`src/rtl/core_pkg.sv`:
```
// core_pkg: shared types and constants for the pipeline control blocks.
//   hz_state_t  - hazard controller state (RUN, LU_STALL, MEM_WAIT)
//   REG_ADDR_W  - architectural register index width
//   X0          - index of the hard-wired zero register
//   BUB_W       - width of the load-use bubble counter (LOAD_BUBBLES <= 3)
package core_pkg;

    localparam int REG_ADDR_W = 5;
    localparam int BUB_W      = 2;

    localparam logic [REG_ADDR_W-1:0] X0 = 5'd0;

    typedef enum logic [1:0] {
        RUN      = 2'd0,
        LU_STALL = 2'd1,
        MEM_WAIT = 2'd2
    } hz_state_t;

endpackage

```
`src/rtl/hz_event_counter.sv`:
```
// hz_event_counter: free-running event counter that wraps modulo 2^W.
// Ports:
//   clk   - core clock
//   rst   - synchronous active-high reset, clears the count
//   inc   - count one event this cycle
//   count - current count (registered)
module hz_event_counter #(
    parameter int W = 32
) (
    input  logic         clk,
    input  logic         rst,
    input  logic         inc,
    output logic [W-1:0] count
);

    localparam logic [W-1:0] ONE = {{(W-1){1'b0}}, 1'b1};

    logic [W-1:0] count_q;
    logic [W-1:0] count_d;

    // Next count: increment on event, natural wrap at all-ones.
    always_comb begin
        count_d = count_q;
        if (inc) begin
            count_d = count_q + ONE;
        end else begin
            count_d = count_q;
        end
    end

    // Count register with synchronous clear.
    always_ff @(posedge clk) begin
        if (rst) begin
            count_q <= {W{1'b0}};
        end else begin
            count_q <= count_d;
        end
    end

    assign count = count_q;

endmodule

```
`src/rtl/hazard_unit.sv`:
```
// hazard_unit: load-use / memory-wait / redirect stall and flush controller.
// Decisions are Mealy (current state + current inputs); state and event
// counters update on the rising clock edge.
// Ports:
//   clk, rst                     - core clock, synchronous active-high reset
//   ifid_src1/2, ifid_use1/2     - source registers of ID instruction and use flags
//   idex_memread, idex_dest      - EX instruction is a load, and its rd
//   ex_redirect                  - EX resolved a taken branch / jump
//   dmem_req, dmem_ready         - MEM access outstanding / completing
//   pc_en .. memwb_en            - pipeline register enables
//   ifid_flush .. memwb_flush    - bubble insertion for the named registers
//   stall_cnt, flush_cnt         - cycles with PC held, redirect flushes taken
module hazard_unit
    import core_pkg::*;
#(
    parameter int LOAD_BUBBLES = 1,
    parameter int CNT_W        = 32
) (
    input  logic                  clk,
    input  logic                  rst,
    input  logic [REG_ADDR_W-1:0] ifid_src1,
    input  logic [REG_ADDR_W-1:0] ifid_src2,
    input  logic                  ifid_use1,
    input  logic                  ifid_use2,
    input  logic                  idex_memread,
    input  logic [REG_ADDR_W-1:0] idex_dest,
    input  logic                  ex_redirect,
    input  logic                  dmem_req,
    input  logic                  dmem_ready,
    output logic                  pc_en,
    output logic                  ifid_en,
    output logic                  idex_en,
    output logic                  exmem_en,
    output logic                  memwb_en,
    output logic                  ifid_flush,
    output logic                  idex_flush,
    output logic                  memwb_flush,
    output logic [CNT_W-1:0]      stall_cnt,
    output logic [CNT_W-1:0]      flush_cnt
);

    localparam logic [BUB_W-1:0] BUB_ZERO   = 2'd0;
    localparam logic [BUB_W-1:0] BUB_ONE    = 2'd1;
    localparam logic [BUB_W-1:0] BUB_RELOAD = BUB_W'(LOAD_BUBBLES - 1);
    localparam hz_state_t        HIT_NEXT   = (LOAD_BUBBLES > 1) ? LU_STALL : RUN;

    hz_state_t         state_q, state_d;
    logic [BUB_W-1:0]  bub_cnt_q, bub_cnt_d;
    logic              pending_q, pending_d;
    logic              lu_hit;
    logic              mem_wait;
    logic              stall_inc;
    logic              flush_inc;

    assign lu_hit = idex_memread & (idex_dest != X0) &
                    (((idex_dest == ifid_src1) & ifid_use1) |
                     ((idex_dest == ifid_src2) & ifid_use2));

    assign mem_wait = dmem_req & ~dmem_ready;

    // Mealy decision: enables, flushes and next state from state + inputs.
    // Within LU_STALL, bub_cnt_q counts stall cycles still owed including
    // the current one; it is frozen while memory holds the pipe.
    always_comb begin
        pc_en       = 1'b1;
        ifid_en     = 1'b1;
        idex_en     = 1'b1;
        exmem_en    = 1'b1;
        memwb_en    = 1'b1;
        ifid_flush  = 1'b0;
        idex_flush  = 1'b0;
        memwb_flush = 1'b0;
        state_d     = state_q;
        bub_cnt_d   = bub_cnt_q;
        pending_d   = pending_q;
        flush_inc   = 1'b0;

        if (rst) begin
            pc_en       = 1'b0;
            ifid_en     = 1'b0;
            idex_en     = 1'b0;
            exmem_en    = 1'b0;
            memwb_en    = 1'b0;
            ifid_flush  = 1'b1;
            idex_flush  = 1'b1;
            memwb_flush = 1'b1;
            state_d     = RUN;
            bub_cnt_d   = BUB_ZERO;
            pending_d   = 1'b0;
        end else if (mem_wait) begin
            // Whole pipe frozen; MEM result invalid so WB gets a bubble.
            pc_en       = 1'b0;
            ifid_en     = 1'b0;
            idex_en     = 1'b0;
            exmem_en    = 1'b0;
            memwb_en    = 1'b0;
            memwb_flush = 1'b1;
            state_d     = MEM_WAIT;
            pending_d   = pending_q | ex_redirect;
        end else if (state_q == MEM_WAIT) begin
            pending_d = 1'b0;
            if (pending_q | ex_redirect) begin
                // Deferred redirect fires now and cancels any saved stall.
                ifid_flush = 1'b1;
                idex_flush = 1'b1;
                flush_inc  = 1'b1;
                bub_cnt_d  = BUB_ZERO;
                state_d    = RUN;
            end else if (bub_cnt_q != BUB_ZERO) begin
                state_d = LU_STALL;
            end else begin
                state_d = RUN;
            end
        end else if (ex_redirect) begin
            ifid_flush = 1'b1;
            idex_flush = 1'b1;
            flush_inc  = 1'b1;
            bub_cnt_d  = BUB_ZERO;
            state_d    = RUN;
        end else begin
            case (state_q)
                RUN: begin
                    if (lu_hit) begin
                        pc_en      = 1'b0;
                        ifid_en    = 1'b0;
                        idex_flush = 1'b1;
                        bub_cnt_d  = BUB_RELOAD;
                        state_d    = HIT_NEXT;
                    end else begin
                        state_d = RUN;
                    end
                end
                LU_STALL: begin
                    pc_en      = 1'b0;
                    ifid_en    = 1'b0;
                    idex_flush = 1'b1;
                    if (bub_cnt_q > BUB_ONE) begin
                        bub_cnt_d = bub_cnt_q - BUB_ONE;
                        state_d   = LU_STALL;
                    end else begin
                        bub_cnt_d = BUB_ZERO;
                        state_d   = RUN;
                    end
                end
                default: begin
                    // Unreachable encoding: hold the pipe one cycle and resync.
                    pc_en     = 1'b0;
                    ifid_en   = 1'b0;
                    idex_en   = 1'b0;
                    exmem_en  = 1'b0;
                    memwb_en  = 1'b0;
                    bub_cnt_d = BUB_ZERO;
                    pending_d = 1'b0;
                    state_d   = RUN;
                end
            endcase
        end
    end

    assign stall_inc = ~pc_en & ~rst;

    // Controller state registers.
    always_ff @(posedge clk) begin
        if (rst) begin
            state_q   <= RUN;
            bub_cnt_q <= BUB_ZERO;
            pending_q <= 1'b0;
        end else begin
            state_q   <= state_d;
            bub_cnt_q <= bub_cnt_d;
            pending_q <= pending_d;
        end
    end

    hz_event_counter #(.W(CNT_W)) u_stall_cnt (
        .clk   (clk),
        .rst   (rst),
        .inc   (stall_inc),
        .count (stall_cnt)
    );

    hz_event_counter #(.W(CNT_W)) u_flush_cnt (
        .clk   (clk),
        .rst   (rst),
        .inc   (flush_inc),
        .count (flush_cnt)
    );

endmodule

```
`config.mk`:
```
export PLATFORM = sky130hd
export DESIGN_NAME = hazard_unit
export DESIGN_NICKNAME = d
export VERILOG_FILES = /design/src/rtl/core_pkg.sv /design/src/rtl/hz_event_counter.sv /design/src/rtl/hazard_unit.sv
export SDC_FILE = /design/constraint.sdc
export NUM_CORES = 1
export LEC_CHECK = 0
export CORE_MARGIN = 4
export CORE_UTILIZATION = 50
export CTS_BUF_LIST = sky130_fd_sc_hd__clkbuf_4
export DETAILED_ROUTE_END_ITERATION = 6
export DONT_BUFFER_PORTS = 1
export PLACE_DENSITY_LB_ADDON = 0.08
export SYNTH_ARGS = -nofsm -noshare
export SYNTH_HDL_FRONTEND = slang
export SYNTH_HIERARCHICAL = 1
export SYNTH_SLANG_ARGS = --single-unit
```
`constraint.sdc`:
```
create_clock -name clk -period 4.1 [get_ports clk]
set_input_delay 0.82 -clock clk [delete_from_list [all_inputs] [get_ports clk]]
set_output_delay 0.82 -clock clk [all_outputs]
set_load 0.02 [all_outputs]
```
==> impl_results.md <==
* Post-cts hold buffer count at 0
* CTS Buffer Depth at 2
* Synth-to-layout area growth at 4.24%
* Final TNS setup at 0 ns
* Max H-tree Level at 3
* FF+latch count, synth at 69
* EDFF count, synth at 0
* First-pass GRT wire length at 13500 µm
* Crit Path Class: in -> out
* Max_slew headroom at 49.5%
* Post-layout min period at 3.14 ns
* Peak supply drop at 0.170 mV
* Final hold viol count at 0
* Antenna-violating nets left at 0
* Setup crit start kind: primary input
* Die Ht at 92.9 µm
* Fin util at 54.3%
* WL/cell at 15.3 µm
* Root Driver: clkbuf_4
* Postcts setup bufs at 0
* Max-slew violations at 0
* Largest cells by area after synthesis: dfxtp_1 38%, nor2_1 4.9%, xnor2_1 4.6%, or4_1 4.4%, xor2_1 3.9%
* TritonRoute pass-1 iters at 4
* Hold_ws at 0.472 ns
* Total length of routed wires at 7980 µm
* Initial antenna violation count at 0
* Routed vias/inst at 5.97
* Layout Nets at 445
* Status: finished, final reports clean
* I/O pin count at 95
* Post-synth cell types at 50
* Ys async rst share at 0%
* CP arrival at 2.32 ns
* Power Density at 302 nW/µm²
* Maxcap violations at 0
* FMAX at 318 MHz
* Post-CTS resize count at 0
* Post-synth top flop: dfxtp_1
* Worst path required time at 3.28 ns
* Final Setup Violations at 0
* Skew-Pair Late Insertion Delay at 0.40 ns
* GPL Wtd Cong at 0.791
* Total CTS buffers at 9
* Worst slew pin tran at 0.756 ns
* Die Wd at 92.9 µm
* Port bufs at 0
* Crit end category: output pin
* Clk_skew at 0.0110 ns
* Yosys warns at 6
* Critical-path maximum fanout at 5
* Die ar. at 8620 µm²
* # diodes at 0
* Top-area cell type share of the netlist area at 38.4%
* Remaining DRCs at 0
* Synth Net Count at 455
* Syn avg cell area at 8.37 µm²
* Number of global-route vias before repair at 2771
* Most common cell in the synthesized netlist: dfxtp_1
* Std cell rows at 30
* Layout cells sized above 1 at 8.96%
* HP Class: in -> reg
* Commonest cells in the netlist: 69 x dfxtp_1, 47 x nor2_1, 29 x nand2_1
* CTS sink count at 69
* Period utilization at 76.7%
* Largest net degree at the start of global routing at 87
* Unrepaired setup endpoints after global routing: no
* Syn Inst Count at 430
* Global route overflow at 0
* Clock transition at path regs at 0.11 ns
* Pleak at 1.18 nW
* 1st-iter DRT viols at 127
* TritonCTS clock tree: built
* GR Util All Layers at 19.0%
* Vias at 3102
* Synth Cell Area at 3600 µm²
* Post-synthesis sequential area ratio at 38.4%
* Initial Utilization at 52.1%
* Core Area at 6910 µm²
* Final HPWL DP at 5550 µm
* Synth area leader: dfxtp_1
stage by stage:
step                      total power, W  setup slack, ns  area, µm²  std cells
after floorplan                 0.000746            0.562       3600        430
after global routing             0.00119            0.868       3750        520
after detailed placement        0.000741            0.645       3630        505
after CTS                        0.00116            0.930       3750        520
final                            0.00113            0.955       3750        520
after global placement          0.000739            0.655       3630        505
cell families after synthesis:
| group | share of synthesized area [%] |
|---|---|
| multiplexers | 4.00 |
| adder cells (fa/ha/maj) | 0.695 |
| AND/OR/NAND/NOR | 32.3 |
| XOR/XNOR | 8.52 |
| buffers and inverters | 4.17 |
| AO/OA/AOI/OAI | 12.0 |
| flip-flops | 38.4 |
flip-flops by register name, summed over array words and instances (netlist names):
name,cells
u_stall_cnt/count,32
u_flush_cnt/count,32
state_q,2
bub_cnt_q,2
pending_q,1
layer usage:
layer	wire length [µm]	vias to the layer above	GRT usage [%]
li1	-	1553	-
met1	3660	1451	24.5
met2	3590	90	28.6
met3	628	8	6.82
met4	100	0	8.30
met5	0	-	0
placed cells by master (no fill, tap or decap), drive strengths merged, types with 9 or more instances in the layout:
master,instances
dfxtp,69
nor2,47
nand2,29
a21oi,27
nand4,23
or4,23
nand3,21
xnor2,19
o31ai,17
xor2,16
nor3,15
o21ai,14
nor2b,11
mux2,11
or3,10
clkbuf,9
cell type report:
class,count,area [µm²]
clock inverter,6,55.1
sequential,69,1380
inverter,8,30.0
fill,681,3150
tap,96,120
clock buffer,9,67.6
timing repair buffer,4,30.0
multi-input combinational,328,2070
path summary, 6_finish.rpt:
check | slack (ns) | end | start | depth (start not counted)
max | 0.96 | pc_en | idex_dest[1] | 4
min reg2reg | 0.59 | u_stall_cnt/count[22]$_SDFFE_PP0P_ | u_stall_cnt/count[22]$_SDFFE_PP0P_ | 2
min | 0.47 | u_stall_cnt/count[24]$_SDFFE_PP0P_ | rst | 1
max reg2reg | 1.09 | u_stall_cnt/count[29]$_SDFFE_PP0P_ | state_q[1]$_SDFF_PP0_ | 7
worst max-delay path, cell delays in order:
cell and delay, ns:
or4_1 0.53, o21ai_2 0.23, nor3_2 0.07, a211oi_2 0.68
power breakdown:
| group | switching (W) | internal (W) | leakage, nW |
|---|---|---|---|
| combinational | 0.0000244 | 0.0000206 | 0.562 |
| sequential | 0.00000738 | 0.000673 | 0.556 |
| clock | 0.000231 | 0.000177 | 0.0666 |
Note: power is estimated with default switching activity, not from simulation.
